`src/rtl/adder2_pkg.sv`:
```
// Shared constants for the branch-target adder: default data width and the
// width of the carry-extended sum.
package adder2_pkg;

  localparam int unsigned WIDTH_DEF  = 6;
  localparam int unsigned RESULT_DEF = WIDTH_DEF + 1;

endpackage

```
`src/rtl/adder_2_if.sv`:
```
// Operand/result bundle for adder_2: the master drives operands and select,
// the slave returns the registered next address.
interface adder_2_if
  import adder2_pkg::*;
#(
  parameter int unsigned WIDTH = WIDTH_DEF
);

  logic             in_valid;
  logic [WIDTH-1:0] in_buf1_adder1;
  logic [WIDTH-1:0] in_shft;
  logic             in_and;
  logic [WIDTH-1:0] out_m6;
  logic             out_valid;
  logic             out_carry;

  modport master (
    output in_valid,
    output in_buf1_adder1,
    output in_shft,
    output in_and,
    input  out_m6,
    input  out_valid,
    input  out_carry
  );

  modport slave (
    input  in_valid,
    input  in_buf1_adder1,
    input  in_shft,
    input  in_and,
    output out_m6,
    output out_valid,
    output out_carry
  );

endinterface

```
`src/rtl/adder_2_core.sv`:
```
// Purely combinational unsigned ripple-carry adder with carry-out.
module adder_2_core
  import adder2_pkg::*;
#(
  parameter int unsigned WIDTH = WIDTH_DEF
) (
  input  logic [WIDTH-1:0] a,
  input  logic [WIDTH-1:0] b,
  output logic [WIDTH-1:0] sum,
  output logic             cout
);

  logic carry;

  // Carry is walked bit by bit through a single variable so the chain stays
  // a true ripple structure without a self-referencing vector.
  always_comb begin
    sum   = '0;
    carry = 1'b0;
    for (int i = 0; i < int'(WIDTH); i++) begin
      sum[i] = a[i] ^ b[i] ^ carry;
      carry  = (a[i] & b[i]) | (carry & (a[i] ^ b[i]));
    end
    cout = carry;
  end

endmodule

```
`src/rtl/adder_2.sv`:
```
// Next-address stage: selects PC+offset (branch taken) or PC pass-through and
// registers the result with a one-cycle latency.
module adder_2
  import adder2_pkg::*;
#(
  parameter int unsigned WIDTH = WIDTH_DEF
) (
  input  logic       clk,
  input  logic       rst_n,
  adder_2_if.slave   bus
);

  logic [WIDTH-1:0] core_sum;
  logic             core_cout;
  logic [WIDTH:0]   result;

  logic [WIDTH-1:0] m6_d, m6_q;
  logic             carry_d, carry_q;
  logic             valid_q;

  adder_2_core #(
    .WIDTH (WIDTH)
  ) u_core (
    .a    (bus.in_buf1_adder1),
    .b    (bus.in_shft),
    .sum  (core_sum),
    .cout (core_cout)
  );

  // Not-taken branches pass the base through and never report a carry.
  always_comb begin
    result = {1'b0, bus.in_buf1_adder1};
    if (bus.in_and) begin
      result = {core_cout, core_sum};
    end
  end

  always_comb begin
    m6_d    = m6_q;
    carry_d = carry_q;
    if (bus.in_valid) begin
      m6_d    = result[WIDTH-1:0];
      carry_d = result[WIDTH];
    end
  end

  always_ff @(posedge clk or negedge rst_n) begin
    if (!rst_n) begin
      m6_q    <= '0;
      carry_q <= 1'b0;
      valid_q <= 1'b0;
    end else begin
      m6_q    <= m6_d;
      carry_q <= carry_d;
      valid_q <= bus.in_valid;
    end
  end

  assign bus.out_m6    = m6_q;
  assign bus.out_carry = carry_q;
  assign bus.out_valid = valid_q;

endmodule

```
`src/flat_wrapper.sv`:
```
// flat-port wrapper written by rule: the top's interface ports become plain ports
module adder_2_flat import adder2_pkg::*;
#(
  parameter int unsigned WIDTH = WIDTH_DEF
)
  (clk, rst_n, bus_in_valid, bus_in_buf1_adder1, bus_in_shft, bus_in_and, bus_out_m6, bus_out_valid, bus_out_carry);
  adder_2_if #(.WIDTH(WIDTH)) bus_i ();
  input  logic clk;
  input  logic rst_n;
  input wire logic [$bits(bus_i.in_valid)-1:0] bus_in_valid;
  input wire logic [$bits(bus_i.in_buf1_adder1)-1:0] bus_in_buf1_adder1;
  input wire logic [$bits(bus_i.in_shft)-1:0] bus_in_shft;
  input wire logic [$bits(bus_i.in_and)-1:0] bus_in_and;
  output wire logic [$bits(bus_i.out_m6)-1:0] bus_out_m6;
  output wire logic [$bits(bus_i.out_valid)-1:0] bus_out_valid;
  output wire logic [$bits(bus_i.out_carry)-1:0] bus_out_carry;
  assign bus_i.in_valid = bus_in_valid;
  assign bus_i.in_buf1_adder1 = bus_in_buf1_adder1;
  assign bus_i.in_shft = bus_in_shft;
  assign bus_i.in_and = bus_in_and;
  assign bus_out_m6 = bus_i.out_m6;
  assign bus_out_valid = bus_i.out_valid;
  assign bus_out_carry = bus_i.out_carry;
  adder_2 #(.WIDTH(WIDTH)) u_core (.clk(clk), .rst_n(rst_n), .bus(bus_i));
endmodule
```
`config.mk`:
```
export PLATFORM = sky130hd
export DESIGN_NAME = adder_2_flat
export DESIGN_NICKNAME = d
export VERILOG_FILES = /design/src/rtl/adder2_pkg.sv /design/src/rtl/adder_2_if.sv /design/src/rtl/adder_2_core.sv /design/src/rtl/adder_2.sv /design/src/flat_wrapper.sv
export SDC_FILE = /design/constraint.sdc
export NUM_CORES = 1
export LEC_CHECK = 0
export ABC_AREA = 1
export BUFFER_PORTS_ARGS = -buffer_cell sky130_fd_sc_hd__buf_4
export CAP_MARGIN = 20
export CELL_PAD_IN_SITES_DETAIL_PLACEMENT = 1
export CELL_PAD_IN_SITES_GLOBAL_PLACEMENT = 1
export CORE_MARGIN = 4
export CORE_UTILIZATION = 31
export DETAILED_ROUTE_END_ITERATION = 12
export PLACE_DENSITY = 0.72
export REMOVE_ABC_BUFFERS = 1
export SLEW_MARGIN = 15
export SYNTH_ARGS = -nofsm -noshare
export SYNTH_HDL_FRONTEND = slang
export SYNTH_SLANG_ARGS = --single-unit
```
`constraint.sdc`:
```
create_clock -name clk -period 0.8 [get_ports clk]
set_input_delay 0.16 -clock clk [delete_from_list [all_inputs] [get_ports clk]]
set_output_delay 0.16 -clock clk [all_outputs]
set_load 0.005 [all_outputs]
```
; Yosys cells after proc, flatten, opt, wreduce, memory -nomap -nowiden
; Index checks and enable logic that the tools add are counted.
; Widths: inputs -> output; s select.
[word_totals]
inputBits = 16
word_cells = 31
reg_bits = 8
out_inout_bits = 8
[op_classes]
bitwise_logic = 27
mux = 1
[op_table]
columns = op, count
row1 = $and 1x1->1, 11
row2 = $xor 1x1->1, 11
row3 = $mux 7, 1
row4 = $or 1x1->1, 5

; Depth between registers and ports, before layout
; Gate-level depths: netlist of the first run.
[logic_depth]
ltp_word = 12
ltp_mapped = 12
depth_no_buf = 12

; Hierarchy
; A second synthesis of the first run with hierarchy kept.
[unflattened]
hier_cells = 73
hier_area_um2 = 565.5
[modules_own_cells]
columns = mod, cells_each, n_inst, seq_area_each_um2, area_each_um2
row1 = adder_2, 57, 1, 200.2, 415.4
row2 = adder_2_core, 16, 1, 0.0, 150.1

; Least setup slack after synthesis of the first run
; Ideal clock, no wire load.
[synth_timing]
kind = input-to-reg
start = input bus_in_shft[0]
end = register u_core.m6_q[5] (netlist: u_core.bus.out_m6[5])
setup_time_ps = 117
path_buffers = 0
t_required_ps = 683
cell_stages = 12
path_slack_ps = -1635
arrival_time_ps = 2318
path_cell_list = ha_1 > fa_1 > fa_1 > inv_1 > fa_1 > inv_1 > fa_1 > fa_1 > inv_1 > nand2_1 > nand3_1 > nand2_1
[synth_via]
elab_chain_cells = 11
[synth_lines]
columns = item, line_no
row1 = start: declaration, flat_wrapper.sv:12  ; input wire logic [$bits(bus_i.in_shft)-1:0] bus_in_shft;
row2 = $and 1x1->1 (2 in series), adder_2_core.sv:22  ; carry = (a[i] & b[i]) | (carry & (a[i] ^ b[i]));
row3 = $or 1x1->1, adder_2_core.sv:22
row4 = $and 1x1->1, adder_2_core.sv:22
row5 = $or 1x1->1, adder_2_core.sv:22
row6 = $and 1x1->1, adder_2_core.sv:22
row7 = $or 1x1->1, adder_2_core.sv:22
row8 = $and 1x1->1, adder_2_core.sv:22
row9 = $or 1x1->1, adder_2_core.sv:22
row10 = $xor 1x1->1, adder_2_core.sv:21  ; sum[i] = a[i] ^ b[i] ^ carry;
row11 = $mux 7, adder_2.sv:33  ; if (bus.in_and) begin
row12 = end signal: assignment, adder_2.sv:53  ; m6_q <= m6_d;
row13 = end: declaration, adder_2.sv:17  ; logic [WIDTH-1:0] m6_d, m6_q;
; Every way passes these cells.
; A chain may end at the register's enable or synchronous reset.

; Final worst setup path of the first run
[layout_timing]
start = input bus_in_buf1_adder1[0]
end = register u_core.m6_q[5] (netlist: u_core.bus.out_m6[5])
[layout_via]
elab_chain_cells = 11
[layout_lines]
columns = item, line_no
row1 = start: declaration, flat_wrapper.sv:11  ; input wire logic [$bits(bus_i.in_buf1_adder1)-1:0] bus_in_buf1_adder1;
row2 = $and 1x1->1 (2 in series), adder_2_core.sv:22
row3 = $or 1x1->1, adder_2_core.sv:22
row4 = $and 1x1->1, adder_2_core.sv:22
row5 = $or 1x1->1, adder_2_core.sv:22
row6 = $and 1x1->1, adder_2_core.sv:22
row7 = $or 1x1->1, adder_2_core.sv:22
row8 = $and 1x1->1, adder_2_core.sv:22
row9 = $or 1x1->1, adder_2_core.sv:22
row10 = $xor 1x1->1, adder_2_core.sv:21
row11 = $mux 7, adder_2.sv:33
; Every way passes these cells.

==> out/summary.md, run 1 <==
The largest single stage delay on the critical path is 540 ps. Summing all placed instances gives a cell area of 743 um2. The worst register-to-register path has a setup slack of -40 ps.

The die covers 2460 um2. The half-perimeter wire length after placement came out at 1120 um. At the end of routability-driven placement, the weighted congestion stood at 0.659.

Timing would allow up to 0.437 GHz. The share of synthesized area occupied by flip-flops and latches was 37.4%. Input and output buffers added on the ports amount to 23. For the worst-skew pair, the clock arrives at the later sink with an insertion delay of 250 ps. The number of hold-slack violations in the final timing report is 0. The x dimension of the die was 49.6 um; the cell area after layout was 885 um2. The multi-input combinational cell area is 278 um2, and the worst slew slack as a fraction of its limit is 91.9%. The dominant synthesized flop cell is dfrtp_1. The worst setup path is captured at a flip-flop. The tools report the number of optimization iterations in the first detailed-route pass as 4. In this run the worst path has a maximum fanout of 2. For this design the static power due to leakage is 0.491 nW.

The run gives 536 um2 as the total standard cell area after synthesis. For the initial antenna violation count, the log shows 0. The depth of the CTS H-tree was 1; the non-filler instance count after layout was 116.

For the starting density of the core, the log shows 34.0%. At the worst endpoint, the arrival time is 2480 ps. For this block, the via count after detailed routing is 513. Max-cap violations in this run came to 0. The first global-routing pass estimated 2300 um of wire.

Dividing the final minimum period by the clock period gives 286%. The final core area utilization is 56.1%. Among the stages of the critical path, the cell type that occurs most often is fa_2. Global routing used 12.2% of the available tracks across all layers. The number of enable-type register cells in the synthesized netlist was 0; the setup clock skew after layout was 0 ps. The clock passes through at most 2 buffers. The number of different library cells in the post-synthesis netlist is 10, and the buffers plus inverters on the worst setup path is 4. The critical path is of the input pin to flip-flop type.

For the count of unresolved DRC violations after routing, the log shows 0. The number of fillers in the final layout is 180, and the shortest period the worst path allows is 2290 ps. The cell sitting at the root of the clock tree is a clkbuf_4. The flow ran to the end, but the final reports show violations.

The commonest cells after synthesis are 25 x nand2_1, 10 x inv_1, 8 x dfrtp_1. From synthesis to final layout, the design area changed by 65.2%. The register bit total from synthesis works out to 8. The cell count after synthesis came out at 65.

In the post-synthesis netlist, the biggest area contributors are dfrtp_1 37%, fa_1 19%, nand2_1 18%. The checks that failed: negative setup slack. The path class of the tightest hold or removal check is input pin to flip-flop. The synthesized design devotes to its leading area cell type 37.4% of total area. Minimum setup slack after placement: -1930 ps. The mean area per synthesized cell came out at 8.24 um2. VDD sags by at most 0.504 mV. The number of DRC markers after the initial detailed-route iteration is 2, and the die extent in y is 49.6 um. The slowest stage cell on the critical path is fa_2. The initialized floorplan defines 14 standard-cell rows. The post-detailed-route via-to-cell ratio is 4.42, and the cell area power density is 1420 nW/um2. The wire length after detailed routing was 1420 um; the maximum number of pins on one net before global-route repair was 10. At the worst endpoint, the required time is 990 ps. Pin placement for this block handled 24 I/O pins. After clock tree synthesis, the clock-pin slew on the worst setup and hold paths is 50 ps.

The via count of the first global-routing pass came out at 564. The least setup slack across all paths after layout was -1490 ps. Traced cell by cell, the critical path runs through buf_8, ha_4, fa_2, fa_2, inv_2, fa_2, inv_2, fa_2, fa_2, inv_2, nand2_1, nand3_1, nand2_1. In the final layout, the share of cells above drive strength 1 is 53.0%.

For the pin with the worst max-slew slack, the measured transition is 122 ps. The kind of cell adding the most delay to the critical path is adder cells. The post-detailed-route wirelength per cell works out to 12.2 um.

The run gives 0 as the count of antenna diodes in the layout. Setup repair after global routing could not meet its margin everywhere. The number of clock buffers added by TritonCTS is 3. The most common cell in the synthesized netlist is nand2_1.

The proportion of synthesized flip-flops having asynchronous set or reset is 100%, and the total instance count after detailed placement is 107. CTS saw 8 sinks. TritonCTS built the clock tree. For the global route total overflow, the log shows 0.

Of all cell types, the one taking the most synthesized area is dfrtp_1. For this run, the number of Yosys warnings is 0. The register area came out at 200 um2. The worst setup path is launched from an input pin.

The net count of the finished layout is 124. Setup violations remaining at the end of the flow were counted as 14. After floorplanning, the core was sized to cover 1580 um2. In this run the remaining antenna-violating nets after routing total 0. The final-report max-slew violation count is 0.
-- where the power goes --
group          leakage [nW]  total (mW)  switching [mW]  internal [mW]
Combinational         0.380       0.468           0.189          0.279
Clock                0.0138       0.300           0.128          0.171
Sequential           0.0966       0.488          0.0348          0.454
-- worst paths after layout --
path,from,endpoint,depth (start not counted)
min,bus_in_valid,u_core.bus.out_valid$_DFF_PN0_,1
max in group asynchronous,rst_n,u_core.bus.out_m6[1]$_DFFE_PN0P_,2
min in group asynchronous,rst_n,u_core.bus.out_m6[5]$_DFFE_PN0P_,2
max,bus_in_buf1_adder1[0],u_core.bus.out_m6[5]$_DFFE_PN0P_,13
min reg2reg,u_core.bus.out_carry$_DFFE_PN0P_,u_core.bus.out_carry$_DFFE_PN0P_,2
max reg2reg,u_core.bus.out_m6[3]$_DFFE_PN0P_,u_core.bus.out_m6[3]$_DFFE_PN0P_,4
-- cells in the final DEF, fill, tap and decap left out, drive strengths merged --
| cell | Yosys | final |
|---|---|---|
| clkbuf | 0 | 3 |
| dfrtp | 8 | 8 |
| ha | 1 | 1 |
| fa | 5 | 5 |
| dlygate4sd3 | 0 | 1 |
| nand2 | 26 | 26 |
| inv | 16 | 16 |
| nand3 | 7 | 7 |
| buf | 2 | 33 |
-- cells by family (layout without fill, tap and decap cells) --
family,count (synthesis),in the layout,synth area share [%]
buffers and inverters,18,53,16.4
DFF,8,8,37.4
adders and majority gates,6,6,21.0
and+or+nand+nor,33,33,25.2
-- worst register-to-register path: cells and delay by family (launching register included) --
family	cells	cell delay, ps
buf+inv	2	250
flops	1	390
simple gates	2	90
-- metal layers --
metal / vias to the layer above / track usage [%] / wire length [um]
li1: 256 / - / -
met1: 243 / 12.5 / 561
met2: 12 / 23.6 / 792
met3: 2 / 1.81 / 53
met4: 0 / 5.53 / 8
met5: - / 0 / 0
-- flip-flops by register name, indices dropped and copies added, names as in the netlist --
signal,flops
u_core.bus.out_m6,6
u_core.bus.out_carry,1
u_core.bus.out_valid,1
-- repair_timing --
| item | 4_1_cts | 5_1_grt |
|---|---|---|
| pin swaps | 11 | 4 |
| gates resized for setup | 21 | 1 |
| hold endpoints to repair | 8 | 0 |
| setup buffers | 3 | 2 |
| hold buffers | 1 | 0 |
| endpoints found under the setup margin | 14 | 14 |
-- per-stage QoR --
| stage | hold slack, ps | TNS (ps) | total power, mW |
|---|---|---|---|
| finish | 112 | -6160 | 1.26 |
| global route | 112 | -6770 | 1.35 |
| CTS | 102 | -6470 | 1.25 |
| detailed placement | -18.8 | -7880 | 0.849 |
| global placement | -18.9 | -7610 | 0.829 |
| floorplan | -136 | -6300 | 0.625 |
-- area by class of cell --
type / instances / share of cell area (%)
timing repair buffer: 34 / 33.8
inverter: 16 / 7.36
multi-input combinational: 39 / 31.4
clock buffer: 3 / 2.55
sequential: 8 / 22.6
tap: 16 / 2.26
(Power assumes the default switching activity.)
==> run 2, diff against run 1 <==
--- a/config.mk
+++ b/config.mk
@@ -10,7 +10,7 @@
 export CAP_MARGIN = 20
 export CELL_PAD_IN_SITES_DETAIL_PLACEMENT = 1
 export CELL_PAD_IN_SITES_GLOBAL_PLACEMENT = 1
-export CORE_MARGIN = 4
+export CORE_MARGIN = 2
 export CORE_UTILIZATION = 31
 export DETAILED_ROUTE_END_ITERATION = 12
 export PLACE_DENSITY = 0.72
==> out/summary.md, run 2 (same netlist as run 1, synthesis figures left out) <==
The top cell types in the final layout, fill and taps aside, are 24 x nand2_1, 21 x buf_4, 10 x inv_2. The half-perimeter wire length after placement came out at 1050 um (-6.6%). The flow ran to the end, but the final reports show violations.

The switching fraction of total power was 28.8% (+0.68 points); the post-detailed-route via-to-cell ratio was 4.60 (+4.0%). The number of I/O pins is 24 (unchanged). Setup repair after global routing could not meet its margin everywhere. Flip-flop count of the largest register after layout: 6 (unchanged). Kind of start point of the critical path: an input pin. The run gives 1670 um2 (+6.0%) as the core area.

For the initial antenna violation count, the log shows 0 (unchanged). For the number of optimization iterations in the first detailed-route pass, the log shows 3 (-1). Depth of the CTS H-tree: 1 (unchanged). Broken down by cell family, the worst path's largest delay share belongs to adder cells. The post-route antenna net violation count is 0 (unchanged). The run gives 2150 um (-6.3%) as the global-route wire length before repair.

For the worst-case register-to-register setup slack, the log shows 70 ps (+110 ps). The library cell used most frequently in the layout, excluding fill and tap cells, is nand2_1. The tools report the number of DRC markers after the initial detailed-route iteration as 6 (+4). The tools report the maximum number of pins on one net before global-route repair as 10 (unchanged). The logs give 0 ps (unchanged) for the setup clock skew after layout and 122 (-1.6%) for the number of nets in the layout.

The run gives 285 um2 (+2.7%) as the multi-input combinational cell area. TritonCTS built the clock tree. The deepest clock path buffer count was 2 (unchanged). The transition at the pin with the smallest max-transition slack was 126 ps (+3.89 ps); the source-to-sink clock delay at the later pin of the worst-skew pair was 250 ps (about the same). The global route total overflow came out at 0 (unchanged). The shortest period the worst path allows was 2260 ps (-28.3 ps); the x dimension of the die was 45.6 um (-8.1%). Total internal power: 0.895 mW (-0.91%). The total clock sinks was 8 (unchanged). On the critical path, the stage with the largest delay is an instance of fa_2.

The tools report the count of vias placed by the detailed router as 529 (+3.1%). The run gives 520 (-7.8%) as the via count of the first global-routing pass. The logs give 0.697 (+5.7%) for the routability congestion estimate from global placement and 36.8% (-0.5 points) for the proportion of power drawn by combinational gates.

The share of final-layout standard cells stronger than drive strength 1 came out at 56.1% (+3.1 points). The logs give 108 (+0.93%) for the total instance count after detailed placement and 15.0% (+2.8 points) for the total routing resource utilization after global routing. The buffers plus inverters on the worst setup path works out to 4 (unchanged). The number of hold-slack violations in the final timing report was 0 (unchanged); the cell area after layout was 878 um2 (-0.71%).

Most prevalent standard cell on the critical path: fa_2. The logs give 3 (unchanged) for the total clock buffers created by CTS and 52.6% (-3.5 points) for the final core area utilization. The register area is 200 um2 (unchanged), and the maximum fanout count along the critical path is 2 (unchanged). Count of final setup violators: 14 (unchanged). Clock root buffer: clkbuf_4.

The starting density of the core is 32.1% (-1.9 points), and the number of fillers in the final layout is 200 (+11%). The post-detailed-route wirelength per cell came out at 11.4 um (-6.3%). For the max-capacitance violation count, the log shows 0 (unchanged). The signal on the critical path passes through buf_8, ha_4, fa_2, fa_2, inv_2, fa_2, inv_2, fa_2, fa_2, inv_2, nand2_2, nand3_2, nand2_1. The cell area power density was 1430 nW/um2 (+0.76%).

The tools report the arrival time of the worst setup path as 2460 ps (-20 ps). The path class of the tightest hold or removal check is input pin to flip-flop. The share of power burned in the clock network is 24.5% (+0.7 points), and the final-report max-slew violation count is 0 (unchanged). From synthesis to final layout, the design area changed by 64.0%.

The clock transition at the registers of the reported paths is 60 ps (about the same), and the part of the power in registers is 38.7% (-0.2 points). The required time of the critical path was 1000 ps (about the same); the worst slew slack as a fraction of its limit was 91.6% (-0.26 points). The setup path with the least slack is of type input pin to flip-flop.

Count of unresolved DRC violations after routing: 0 (unchanged). For the non-filler instance count after layout, the log shows 115 (-0.86%). The run gives 15 (+1) as the number of cell rows. The checks that failed: negative setup slack. Count of port buffers added during placement: 23 (unchanged).

The static leakage was 0.481 nW (-1.9%); the count of antenna diodes in the layout was 0 (unchanged). STA classifies the critical path endpoint as a flip-flop. For the maximum clock rate, the log shows 0.442 GHz (+1.3%). The net switching power of the design is 0.361 mW (+2.5%), and the die extent in y is 45.6 um (-8.1%). The peak ir drop on the vdd network came out at 0.445 mV (-12%).

The tools report the least setup slack across all paths after layout as -1460 ps (+28.3 ps). The final setup TNS was -6100 ps (+59.4 ps). The critical path's largest stage delay came out at 550 ps (about the same). The floorplan die area is 2080 um2 (-15%). The wire length after detailed routing came out at 1310 um (-7.1%).

The post-route clock period utilization is 283% (-3.5 points), and the post-detailed-placement cell area is 744 um2 (+0.17%).
[run 2: stage by stage]
step                power [mW]  worst slack, ps  hold WS (ps)
floorplan                0.625            -1630          -136
global placement         0.826            -1860         -18.9
detailed placement       0.849            -1950         -15.8
CTS                       1.24            -1500           103
global route              1.36            -1520           103
finish                    1.26            -1460           116
[run 2: layout make-up]
class,instances,area share (%)
multi-input cells,39,32.5
repair buffers,32,32.3
flip-flops and latches,8,22.8
inverters,16,7.41
clock buffers,3,2.56
well taps,17,2.42
[run 2: worst register-to-register path: stages, from the launching register on]
cell and delay, ps:
dfrtp_1 380, buf_4 140, nand2_1 60, nand2_1 50
[run 2: path summary, 6_finish.rpt]
path	from	to	cells after the start
min reg2reg	u_core.bus.out_m6[1]$_DFFE_PN0P_	u_core.bus.out_m6[1]$_DFFE_PN0P_	2
max	bus_in_buf1_adder1[0]	u_core.bus.out_m6[5]$_DFFE_PN0P_	13
max reg2reg	u_core.bus.out_m6[4]$_DFFE_PN0P_	u_core.bus.out_m6[4]$_DFFE_PN0P_	3
min in group asynchronous	rst_n	u_core.bus.out_m6[2]$_DFFE_PN0P_	2
max in group asynchronous	rst_n	u_core.bus.out_m6[3]$_DFFE_PN0P_	2
min	bus_in_valid	u_core.bus.out_valid$_DFF_PN0_	1
[run 2: power by group through the flow]
| stage | logic, mW | clock network, mW | registers, mW |
|---|---|---|---|
| global route | 0.525 | 0.350 | 0.489 |
| floorplan | 0.137 | 0 | 0.488 |
| global placement | 0.343 | 0 | 0.483 |
| CTS | 0.440 | 0.318 | 0.486 |
| detailed placement | 0.365 | 0 | 0.485 |
| finish | 0.463 | 0.308 | 0.486 |
[run 2: what timing repair did]
| action | in CTS | in global routing |
|---|---|---|
| setup buffers | 2 | 1 |
| endpoints found under the hold margin | 8 | 0 |
| resized for setup | 20 | 6 |
| pin swaps | 8 | 6 |
| hold buffers | 1 | 0 |
| endpoints found under the setup margin | 14 | 14 |
| cloned | 0 | 0 |
[run 2: metal layers]
metal  vias up  global-route usage (%)  share of wire [%]
li1        254                       -                  -
met1       249                    17.7                 39
met2        20                    24.5                 53
met3         6                    2.38                4.6
met4         0                    10.6                3.9
met5         -                       0                  0
